--- config.mk ---
export PLATFORM = sky130hd
export DESIGN_NAME = pipe_main_control
export DESIGN_NICKNAME = d
export VERILOG_FILES = /design/src/rtl/pipe_main_control.sv
export SDC_FILE = /design/constraint.sdc
export NUM_CORES = 1
export LEC_CHECK = 0
export CAP_MARGIN = 20
export CORE_UTILIZATION = 30
export CTS_BUF_LIST = sky130_fd_sc_hd__clkbuf_16
export CTS_CLUSTER_SIZE = 25
export DETAILED_ROUTE_END_ITERATION = 8
export GPL_TIMING_DRIVEN = 0
export HOLD_SLACK_MARGIN = 0.15
export PLACE_DENSITY = 0.59
export SKIP_CTS_REPAIR_TIMING = 1
export SLEW_MARGIN = 20
export SYNTH_ARGS = -nofsm -noshare
export SYNTH_HDL_FRONTEND = slang
export SYNTH_SLANG_ARGS = --single-unit
--- constraint.sdc ---
create_clock -name CLK -period 3.3 [get_ports CLK]
set_clock_uncertainty 0.15 [all_clocks]
set_input_delay 0.99 -clock CLK [delete_from_list [all_inputs] [get_ports CLK]]
set_output_delay 0.99 -clock CLK [all_outputs]
set_load 0.02 [all_outputs]
--- src/rtl/pipe_main_control.sv ---
// Main controller for the 5-stage pipeline: ID decode, load-use stall,
// flush bubbles and the ID/EX, EX/MEM, MEM/WB control registers.
module pipe_main_control #(
  parameter int REG_AW  = 5,
  parameter int ALUOP_W = 2,
  parameter bit JAL_EN  = 1'b1
) (
  input  logic               CLK,
  input  logic               RST_N,
  input  logic [5:0]         OPCODE,
  input  logic               ID_VALID,
  input  logic [REG_AW-1:0]  ID_RS,
  input  logic [REG_AW-1:0]  ID_RT,
  input  logic               FLUSH,
  output logic               STALL,
  output logic               ID_Jump,
  output logic [1:0]         EX_RegDst,
  output logic               EX_ALU_Src,
  output logic [ALUOP_W-1:0] EX_Alu_Op,
  output logic               EX_MemRead,
  output logic [REG_AW-1:0]  EX_RT,
  output logic               MEM_Branch,
  output logic               MEM_BranchNe,
  output logic               MEM_MemRead,
  output logic               MEM_MemWrite,
  output logic               WB_RegWrite,
  output logic [1:0]         WB_MemtoReg,
  output logic               ILLEGAL
);

  localparam logic [5:0] OP_R    = 6'b000000;
  localparam logic [5:0] OP_LW   = 6'b100011;
  localparam logic [5:0] OP_SW   = 6'b101011;
  localparam logic [5:0] OP_ADDI = 6'b001000;
  localparam logic [5:0] OP_BEQ  = 6'b000100;
  localparam logic [5:0] OP_BNE  = 6'b000101;
  localparam logic [5:0] OP_J    = 6'b000010;
  localparam logic [5:0] OP_JAL  = 6'b000011;

  localparam logic [ALUOP_W-1:0] ALU_ADD = '0;
  localparam logic [ALUOP_W-1:0] ALU_SUB = ALUOP_W'(1);
  localparam logic [ALUOP_W-1:0] ALU_FN  = ALUOP_W'(2);

  typedef struct packed {
    logic [1:0]         regdst;
    logic               alu_src;
    logic [ALUOP_W-1:0] aluop;
    logic               mem_read;
    logic               mem_write;
    logic               branch;
    logic               branch_ne;
    logic               reg_write;
    logic [1:0]         mem_to_reg;
    logic [REG_AW-1:0]  rt;
  } ex_t;

  typedef struct packed {
    logic       branch;
    logic       branch_ne;
    logic       mem_read;
    logic       mem_write;
    logic       reg_write;
    logic [1:0] mem_to_reg;
  } mem_t;

  typedef struct packed {
    logic       reg_write;
    logic [1:0] mem_to_reg;
  } wb_t;

  ex_t  dec;
  logic dec_jump;
  logic dec_legal;
  logic illegal;
  logic bubble;

  ex_t  ex_d, ex_q;
  mem_t mem_d, mem_q;
  wb_t  wb_d, wb_q;
  logic ill_d, ill_q;

  always_comb begin
    dec       = '0;
    dec_jump  = 1'b0;
    dec_legal = 1'b1;
    unique case (OPCODE)
      OP_R: begin
        dec.regdst    = 2'b01;
        dec.reg_write = 1'b1;
        dec.aluop     = ALU_FN;
      end
      OP_LW: begin
        dec.alu_src    = 1'b1;
        dec.mem_read   = 1'b1;
        dec.mem_to_reg = 2'b01;
        dec.reg_write  = 1'b1;
        dec.aluop      = ALU_ADD;
      end
      OP_SW: begin
        dec.alu_src   = 1'b1;
        dec.mem_write = 1'b1;
        dec.aluop     = ALU_ADD;
      end
      OP_ADDI: begin
        dec.alu_src   = 1'b1;
        dec.reg_write = 1'b1;
        dec.aluop     = ALU_ADD;
      end
      OP_BEQ: begin
        dec.branch = 1'b1;
        dec.aluop  = ALU_SUB;
      end
      OP_BNE: begin
        dec.branch    = 1'b1;
        dec.branch_ne = 1'b1;
        dec.aluop     = ALU_SUB;
      end
      OP_J: dec_jump = 1'b1;
      OP_JAL: begin
        if (JAL_EN) begin
          dec_jump       = 1'b1;
          dec.regdst     = 2'b10;
          dec.mem_to_reg = 2'b10;
          dec.reg_write  = 1'b1;
        end else begin
          dec_legal = 1'b0;
        end
      end
      default: dec_legal = 1'b0;
    endcase
    dec.rt = ID_RT;
  end

  assign illegal = ID_VALID & ~dec_legal;

  // rt is compared for every opcode; a spurious stall only costs a cycle
  assign STALL = ex_q.mem_read & ID_VALID & (ex_q.rt != '0)
               & ((ex_q.rt == ID_RS) | (ex_q.rt == ID_RT))
               & ~FLUSH;

  assign ID_Jump = ID_VALID & dec_jump & ~STALL;

  assign bubble = FLUSH | STALL | ~ID_VALID | illegal;

  always_comb begin
    ex_d  = bubble ? '0 : dec;
    mem_d = '0;
    if (!FLUSH) begin
      mem_d.branch     = ex_q.branch;
      mem_d.branch_ne  = ex_q.branch_ne;
      mem_d.mem_read   = ex_q.mem_read;
      mem_d.mem_write  = ex_q.mem_write;
      mem_d.reg_write  = ex_q.reg_write;
      mem_d.mem_to_reg = ex_q.mem_to_reg;
    end
    wb_d.reg_write  = mem_q.reg_write;
    wb_d.mem_to_reg = mem_q.mem_to_reg;
    ill_d = ill_q | illegal;
  end

  always_ff @(posedge CLK or negedge RST_N) begin
    if (!RST_N) begin
      ex_q  <= '0;
      mem_q <= '0;
      wb_q  <= '0;
      ill_q <= 1'b0;
    end else begin
      ex_q  <= ex_d;
      mem_q <= mem_d;
      wb_q  <= wb_d;
      ill_q <= ill_d;
    end
  end

  assign EX_RegDst    = ex_q.regdst;
  assign EX_ALU_Src   = ex_q.alu_src;
  assign EX_Alu_Op    = ex_q.aluop;
  assign EX_MemRead   = ex_q.mem_read;
  assign EX_RT        = ex_q.rt;
  assign MEM_Branch   = mem_q.branch;
  assign MEM_BranchNe = mem_q.branch_ne;
  assign MEM_MemRead  = mem_q.mem_read;
  assign MEM_MemWrite = mem_q.mem_write;
  assign WB_RegWrite  = wb_q.reg_write;
  assign WB_MemtoReg  = wb_q.mem_to_reg;
  assign ILLEGAL      = ill_q;

endmodule

After elaboration in Yosys (flattened, before gate mapping) --
Cells that the tools add are included.
Word-level totals: register bits after elaboration 28, logic and storage cells 64
Cells by class: equal/unequal tests 9, bitwise gates (word level) 16, reductions and logical operators 7, multiplexer cells 13
Operator list (number):
- two-way mux 17 bit | 1
- == test 6 x 2 -> 1 bit, second input constant | 2
- == test 6 x 3 -> 1 bit, second input constant | 2
- == test 6 bit, second input constant | 2
- case mux 2 bit (2 select lines) | 3
- == test 5 bit | 2
- two-way mux 1 bit | 8
- OR reduction 8 bit | 1
- bitwise AND 1 bit | 7
- two-way mux 7 bit | 1
- == test 6 x 4 -> 1 bit, second input constant | 1
- logical NOT 6 bit | 1
- bitwise OR 1 bit | 5
- nonzero test 5 bit | 1
- NOT 1 bit | 4
- OR reduction 2 bit | 2
- OR reduction 4 bit | 1
- OR reduction 3 bit | 1

Longest topological paths before layout --
Gate-level depths: netlist of run 1.
depth after elaboration 8, mapped depth 5, gate-level depth less buffers 4

Worst setup path after synthesis of run 1 --
No wires, ideal clock.
path type input port to output port, start point in ID_RS[4], end point out ID_Jump, path slack 0.273 ns, data required time 2.160 ns, cell stages on the path 5, data arrival time 1.887 ns, path buffers 1, path through xnor2_1 > nand3_1 > o22ai_2 > buf_2 > a31oi_4
On the way: longest elaborated chain between the ends 6
Ends and longest elaborated chain:
- from (decl) | line 12 | input logic [REG_AW-1:0] ID_RS,
- == test 5 bit | line 138 | & ((ex_q.rt == ID_RS) | (ex_q.rt == ID_RT))
- bitwise OR 1 bit | line 138
- bitwise AND 1 bit | line 138
- bitwise AND 1 bit | line 139 | & ~FLUSH;
- NOT 1 bit | line 141 | assign ID_Jump = ID_VALID & dec_jump & ~STALL;
- bitwise AND 1 bit | line 141
- to (decl) | line 16 | output logic ID_Jump,
Every way passes these cells.

Worst setup path in the final report of run 1 --
start point in ID_RS[2], end point out STALL
On the way: longest elaborated chain between the ends 4
Ends and longest elaborated chain:
- == test 5 bit | line 138
- bitwise OR 1 bit | line 138
- bitwise AND 1 bit | line 138
- bitwise AND 1 bit | line 139
- to (decl) | line 15 | output logic STALL,
Every way passes these cells.

==> results of run 1 <==
cell type report:
type	instances	area (um^2)
buffer	13	116
clock buffer	3	75.1
clock inverter	1	3.75
fill	372	2060
inverter	2	7.51
multi-input combinational	71	517
sequential	27	676
tap	50	62.6
timing repair buffer	50	510
per-stage QoR:
step	hold slack, ns	cell area [um^2]
floorplan	0.181	1270
global placement	0.182	1740
detailed placement	0.186	1730
CTS	0.200	1810
global route	0.207	1970
finish	0.197	1970
synth_stat cells, types with 2 or more instances:
library cell,instances
a211oi_1,7
a21oi_1,10
buf_4,9
dfrtp_1,27
inv_1,2
nand2_1,4
nand3_1,5
nand3b_1,6
nand4b_1,2
nor2b_1,9
nor3_1,2
o21ai_0,2
xnor2_1,10
routing by layer:
layer	wire, um	vias up	track usage (%)
li1	-	495	-
met1	1280	473	17.3
met4	53	0	7.45
met5	0	-	0
met3	117	4	3.25
met2	1500	37	20.9
power by group:
part           total [mW]  switching [mW]  leakage (nW)  internal, mW
clock               0.264           0.103        0.0423         0.162
combinational      0.0836          0.0414         0.573        0.0422
sequential          0.334         0.00122         0.372         0.333
total               0.682           0.145         0.987         0.537
sequential cells by signal (all words and copies together) (netlist names), 2 cells and up:
name,count
EX_RegDst,2
ex_q,6
EX_RT,5
mem_q,3
WB_MemtoReg,2
kinds of logic (layout without fill, tap and decap cells):
family,after synthesis,in the layout,share of synthesized area [%]
buffers and inverters,15,69,8.65
AOI/OAI and AO/OA,25,25,14.1
xor gates and xnor gates,10,10,6.88
and+or+nand+nor,36,36,17.3
DFF,27,27,53.1
worst min-delay path by stage:
stage,end,depth (start not counted),from
after floorplan,WB_MemtoReg[0],0,mem_q[0]
after global placement,WB_MemtoReg[0],0,mem_q[0]
after detailed placement,WB_MemtoReg[1],0,mem_q[1]
after CTS,WB_MemtoReg[1],0,mem_q[1]
after global routing,WB_MemtoReg[0],0,mem_q[0]
final,WB_MemtoReg[1],0,mem_q[1]
critical path, delay by kind of cell:
family                    cells  cell delay, ns
buffers and inverters         3            0.39
and+or+nand+nor               2            0.32
AOI/OAI and AO/OA             1            0.25
xor gates and xnor gates      1            0.15
==> impl_results.md, run 1 <==
- Routed WL per cell: 13.6 um
- All-Layer GR Usage: 13.6%
- Die area: 0.00451 mm^2
- Final Util: 48.9%
- Clock sink total: 27
- DIE HEIGHT: 67.1 um
- Max VDD drop: 0.198 mV
- Slowest-stage cell, CP: o22ai_4
- Drt total wl: 2950 um
- Synth top area cells: dfrtp_1 53%, xnor2_1 6.9%, buf_4 5.3%, nor2b_1 4.4%, a211oi_1 4.1%
- Final period utilization: 98.2%
- Distinct cells, synth: 31
- First-pass GRT wire length: 4440 um
- LEAKAGE: 0.987 nW
- Commonest non-fill, non-tap cells in the layout: 27 x dfrtp_1, 21 x clkdlybuf4s50_1, 18 x buf_4
- Worst Setup End Kind: output port
- Post-route ant nets: 0
- Max-slew violation count: 0
- Minimum clock period: 3.24 ns
- H-tree levels: 1
- Main synth FF type: dfrtp_1
- Non-Filler Instances: 217
- Yosys reg bits: 27
- Worst skew pair latency: 0.26 ns
- Fmax: 308 MHz
- Power, Total: 0.682 mW
- CP Class: in -> out
- CP startpoint: ID_RS[2]
- FF-to-FF path depth: 4
- Initial Util: 31.6%
- Worst path max stage delay: 0.25 ns
- Largest net degree at the start of global routing: 28
- Area of the core: 0.00403 mm^2
- Outcome: complete, no violations
- Worst Hold Class: reg -> reg
- Commonest non-fill, non-tap cell in the layout: dfrtp_1
- Clock tree buffer depth: 2
- Setup total negative slack: 0 ns
- Syn Inst Count: 113
- RR Endpoint: EX_RegDst[1]
- Die X: 67.1 um
- Post-synthesis sequential area ratio: 53.1%
- Drt pass-1 iters: 4
- Final setup viols: 0
- Worst path cell trace: dlymetal6s2s_1 > xnor2_1 > nand3_1 > o22ai_4 > buf_6 > and3_4 > buf_6
- Vias: 1009
- Post-synth EDFFs: 0
- Crit path to: STALL
- DRC: 0
- Gpl congestion: 0.716
- GRT overflow: 0
- Inst Count DP: 203
- Syn Area/Cell: 11.3 um^2
- Synth warn: 0
- Post-synth ARST share: 100%
- IO buf count: 40
- Nets: 188
- Pre-CTS WS: -0.893 ns
- PD cells: 346 mW/mm^2
- Crit path DAT: 2.10 ns
- CTS Buf Count: 3
- Rel. slew slack: 61.2%
- Worst setup margin: 0.0582 ns
- Worst-margin pin slew: 0.583 ns
- Worst endpoint required time: 2.16 ns
- Mapped Area: 0.00127 mm^2
- Initial DRC count: 38
- Crit path max fanout: 5
- DP HPWL: 2030 um
- Initial antenna violation count: 0
- Antenna diodes: 0
- Mapped Nets: 133
- DR vias/cell: 4.65
- Critical Path Most Common Cell: buf_6
- CTS tree: yes
- Vias in the first global route: 944
- Io pins: 41
- Cell taking the most area after synthesis: dfrtp_1
- Core Rows: 23
- Critical path startpoint category: primary input
- Reg2reg setup slack: 1.43 ns
- Share of cells above drive strength 1: 21.0%
- Number of hold violations in the final report: 0
- Maxcap violations: 0
- Area added between synthesis and finish: 54.7%
- Clock Tree Root: clkbuf_16
- Clock transition at path regs: 0.06 ns
- Share of the synthesized area in the top cell type: 53.1%
- FF-to-FF Start: EX_RT[0]
Note: power is estimated with default switching activity, not from simulation.
==> inputs of run 2 (changes only) <==
--- a/config.mk
+++ b/config.mk
@@ -6,13 +6,14 @@
 export NUM_CORES = 1
 export LEC_CHECK = 0
 export CAP_MARGIN = 20
-export CORE_UTILIZATION = 30
+export CORE_UTILIZATION = 48
 export CTS_BUF_LIST = sky130_fd_sc_hd__clkbuf_16
+export CTS_CLUSTER_DIAMETER = 40
 export CTS_CLUSTER_SIZE = 25
 export DETAILED_ROUTE_END_ITERATION = 8
 export GPL_TIMING_DRIVEN = 0
 export HOLD_SLACK_MARGIN = 0.15
-export PLACE_DENSITY = 0.59
+export PLACE_DENSITY = 0.86
 export SKIP_CTS_REPAIR_TIMING = 1
 export SLEW_MARGIN = 20
 export SYNTH_ARGS = -nofsm -noshare
==> run 2 against run 1 <==
Compared with the run above:
- sequential power barely moved
- final area fell by 0.95%
- non-clock buffer count did not move
- highest routed layer unchanged
- final cell count fell by 9.2%
- largest power group unchanged
- clock-buffer cell count did not move
- critical endpoint unchanged
==> impl_results.md, run 2 (synthesis results as in run 1) <==
- Commonest non-fill, non-tap cell in the layout: dfrtp_1
- DP HPWL: 1910 um
- Critical path startpoint category: primary input
- Clock transition at path regs: 0.06 ns
- Non-Filler Instances: 197
- Worst path max stage delay: 0.24 ns
- Largest net degree at the start of global routing: 28
- Worst-margin pin slew: 0.593 ns
- Clock tree buffer depth: 2
- Gpl congestion: 0.929
- Rel. slew slack: 60.5%
- Number of hold violations in the final report: 0
- Part of the power in the clock network: 39.9%
- Worst Hold Class: reg -> reg
- Worst path cell trace: dlymetal6s2s_1 > xnor2_1 > nand2_1 > o22ai_4 > buf_6 > and3_4 > buf_6
- Critical Path Most Common Cell: buf_6
- IO buf count: 40
- Maxcap violations: 0
- Antenna diodes: 0
- Comb pwr share: 11.9%
- GRT overflow: 0
- Drt pass-1 iters: 4
- Area of the core: 0.00250 mm^2
- Die area: 0.00286 mm^2
- Clock sink total: 27
- Io pins: 41
- Met2 usage: 35.0%
- GR Util met1: 27.1%
- PD cells: 355 mW/mm^2
- CP Class: in -> out
- Delay-heaviest family, CP: buffers and inverters
- GR peak layer: met2
- Placed cell area: 0.00171 mm^2
- Post-route ant nets: 0
- Max VDD drop: 0.288 mV
- Crit path max fanout: 3
- DRC: 0
- Final period utilization: 98.9%
- Area added between synthesis and finish: 53.2%
- Final setup viols: 0
- Worst hold slack: 0.198 ns
- Die X: 53.5 um
- Commonest non-fill, non-tap cells in the layout: 27 x dfrtp_1, 20 x clkdlybuf4s50_1, 18 x buf_4
- Design area: 0.00195 mm^2
- Initial DRC count: 16
- Nets: 188
- Inst Count DP: 183
- CTS Buf Count: 3
- Max-slew violation count: 0
- Outcome: complete, no violations
- Crit path buf inv count: 3
- Worst skew pair latency: 0.26 ns
- Drt total wl: 3020 um
- DR vias/cell: 5.40
- Core Rows: 18
- First-pass GRT wire length: 4240 um
- Minimum clock period: 3.26 ns
- Initial Util: 50.9%
- DIE HEIGHT: 53.5 um
- Worst endpoint required time: 2.16 ns
- P_int: 0.538 mW
- Switching share of power: 22.3%
- Vias: 1064
- Crit path DAT: 2.12 ns
- Share of cells above drive strength 1: 21.6%
- Max FFs per register: 6
- CTS tree: yes
- H-tree levels: 1
- Seq pwr share: 48.2%
- Final Util: 78.0%
- Clock Tree Root: clkbuf_16
- Worst Setup End Kind: output port
- Setup total negative slack: 0 ns
- Slowest-stage cell, CP: o22ai_4
- All-Layer GR Usage: 21.3%
- Biggest register: ex_q
- Vias in the first global route: 948
- Fmax: 306 MHz
- Sw power: 0.155 mW
- Routed WL per cell: 15.3 um
- GRT met3 Usage: 4.02%
- Initial antenna violation count: 0
- LEAKAGE: 0.992 nW
-- run 2: power groups by stage --
stage	registers, mW	logic (mW)	clock network, mW
2_1_floorplan	0.340	0.0267	0
3_3_place_gp	0.340	0.0695	0
3_5_place_dp	0.340	0.0715	0
4_1_cts	0.334	0.0719	0.281
5_1_grt	0.334	0.0883	0.293
6_report	0.334	0.0824	0.277
-- run 2: metrics by stage --
stage          worst slack [ns]  power [mW]
2_1_floorplan             0.273       0.367
3_3_place_gp             -0.840       0.409
3_5_place_dp             -0.874       0.411
4_1_cts                  -0.898       0.686
5_1_grt                -0.00377       0.715
6_report                 0.0353       0.693
-- run 2: worst paths after layout --
path	start	end	slack, ns	cells after the start
worst max-delay path	ID_RS[1]	STALL	0.04	7
worst min-delay path	mem_q[2]	WB_RegWrite	0.20	0
worst max register to register	EX_RT[1]	EX_RT[0]	1.45	4
worst min register to register	mem_q[2]	WB_RegWrite	0.20	0
max in group asynchronous	RST_N	EX_ALU_Src	2.03	1
min in group asynchronous	RST_N	WB_MemtoReg[1]	0.58	1
-- run 2: final cells by class --
class / instances / area [um^2]
Sequential cell: 27 / 676
Fill cell: 142 / 551
Multi-Input combinational cell: 71 / 517
Timing Repair Buffer: 50 / 513
Buffer: 13 / 116
Clock buffer: 3 / 75.1
Tap cell: 30 / 37.5
Clock inverter: 1 / 7.51
Inverter: 2 / 7.51
-- run 2: layer usage --
metal | wire, um | share of wire [%] | vias to the layer above
met5 | 0 | 0 | -
met4 | 38 | 1.3 | 0
met3 | 127 | 4.2 | 6
met2 | 1540 | 51 | 44
met1 | 1320 | 44 | 517
li1 | - | - | 497
==> inputs of run 3 (changes only) <==
--- a/config.mk
+++ b/config.mk
@@ -11,7 +11,6 @@
 export CTS_CLUSTER_DIAMETER = 40
 export CTS_CLUSTER_SIZE = 25
 export DETAILED_ROUTE_END_ITERATION = 8
-export GPL_TIMING_DRIVEN = 0
 export HOLD_SLACK_MARGIN = 0.15
 export PLACE_DENSITY = 0.86
 export SKIP_CTS_REPAIR_TIMING = 1
==> run 3 against run 2 <==
Compared with the run above:
- via count decreased by 2.9%
- flip-flop and latch count unchanged
- clock power hardly changed
- critical path depth fell by 2
- fmax is 0.18% higher
- highest routed layer unchanged
==> impl_results.md, run 3 (synthesis results as in run 1) <==
- Final period utilization: 98.7%
- Initial Util: 50.9%
- Sequential Area: 676 um^2
- Clock transition at path regs: 0.07 ns
- CP Class: in -> out
- Number of hold violations in the final report: 0
- Worst Hold Class: reg -> reg
- Initial DRC count: 41
- Clock tree buffer depth: 2
- Rel. slew slack: 66.8%
- First-pass GRT wire length: 4490 um
- Nets: 184
- Placed cell area: 0.00174 mm^2
- PD cells: 370 mW/mm^2
- Sw power: 0.154 mW
- FF-to-FF Start: EX_RT[2]
- Comb pwr share: 12.4%
- Switching share of power: 22.2%
- Fmax: 307 MHz
- Minimum clock period: 3.26 ns
- Crit path max fanout: 2
- Die area: 0.00286 mm^2
- Hold Path End: WB_MemtoReg[0]
- Die X: 53.5 um
- Fill cells: 168
- Worst Setup End Kind: output port
- Clock Tree Root: clkbuf_16
- Worst endpoint required time: 2.16 ns
- Commonest non-fill, non-tap cells in the layout: 27 x dfrtp_1, 27 x clkdlybuf4s50_1, 19 x buf_4
- Maxcap violations: 0
- Io pins: 41
- Area of the core: 0.00250 mm^2
- Design area: 0.00188 mm^2
- Clock sink total: 27
- GRT overflow: 0
- Vias: 1033
- Max FFs per register: 6
- Worst hold slack: 0.200 ns
- Part of the power in the clock network: 39.7%
- LEAKAGE: 0.896 nW
- P_int: 0.542 mW
- Worst skew pair latency: 0.26 ns
- CTS Buf Count: 3
- H-tree levels: 1
- Routed WL per cell: 15.2 um
- IO buf count: 40
- Vias in the first global route: 972
- Max-slew violation count: 0
- DP HPWL: 2150 um
- Post-route ant nets: 0
- Core Rows: 18
- Drt pass-1 iters: 4
- Setup total negative slack: 0 ns
- Outcome: complete, no violations
- Antenna diodes: 0
- Initial antenna violation count: 0
- Share of cells above drive strength 1: 18.4%
- Reg2reg setup slack: 1.35 ns
- Biggest register: ex_q
- Crit path DAT: 2.12 ns
- DR vias/cell: 5.35
- Seq pwr share: 47.9%
- Max VDD drop: 0.406 mV
- Drt total wl: 2940 um
- Area of the multi-input gates: 503 um^2
- Area added between synthesis and finish: 47.7%
- DIE HEIGHT: 53.5 um
- Hold Startpoint: mem_q[0]
- Worst Hold Depth: 0
- Worst-margin pin slew: 0.498 ns
- Largest net degree at the start of global routing: 28
- All-Layer GR Usage: 22.6%
- RSZ-0062 raised after global routing: no
- Critical path startpoint category: primary input
- FF-to-FF path depth: 4
- CTS tree: yes
- DRC: 0
- Gpl congestion: 0.971
- RR Endpoint: EX_RT[1]
- Final setup viols: 0
[run 3: cell types whose count changed in the layout (fill, tap and decap cells not counted), sizes merged]
cell           change
buf                -5
clkdlybuf4s50      +7
dlymetal6s2s       -6
[run 3: cell type report]
type | count | share of cell area [%]
well taps | 30 | 2.00
repair buffers | 59 | 30.5
clock buffers | 3 | 3.99
inverters | 2 | 0.399
flip-flops and latches | 27 | 36.0
multi-input cells | 71 | 26.8
clock inverters | 1 | 0.399
[run 3: how the worst max path moves through the flow]
stage / endpoint / from
floorplan: ID_Jump / ID_RS[4]
detailed placement: STALL / ID_RT[0]
global placement: STALL / ID_RS[4]
global route: ID_Jump / OPCODE[2]
finish: ID_Jump / OPCODE[2]
CTS: STALL / ID_RT[0]
[run 3: worst max-delay path, stage by stage]
cell             delay, ns
clkdlybuf4s50_1       0.43
nor3_2                0.20
nand4b_1              0.18
a31oi_4               0.19
buf_6                 0.14
[run 3: power groups by stage]
stage | Combinational, mW | Sequential, mW | Clock, mW
after floorplan | 0.0267 | 0.340 | 0
after global placement | 0.0802 | 0.340 | 0
after detailed placement | 0.0840 | 0.340 | 0
after CTS | 0.0846 | 0.333 | 0.283
after global routing | 0.0930 | 0.333 | 0.291
final | 0.0861 | 0.333 | 0.277
[run 3: routing by layer]
metal | wire [um] | track usage, % | part of all wire [%]
met5 | 0 | 0 | 0
met2 | 1570 | 39.4 | 53
met4 | 48 | 9.21 | 1.6
met1 | 1190 | 27.6 | 40
met3 | 130 | 2.87 | 4.4
[run 3: through the flow]
step | utilization (%) | std cells | power (mW) | setup slack, ns
finish | 75.2 | 193 | 0.696 | 0.0413
global route | 75.2 | 193 | 0.717 | 0.00375
CTS | 73.0 | 192 | 0.701 | -0.635
detailed placement | 69.7 | 188 | 0.424 | -0.599
global placement | 69.7 | 188 | 0.420 | -0.548
floorplan | - | 113 | 0.367 | 0.273
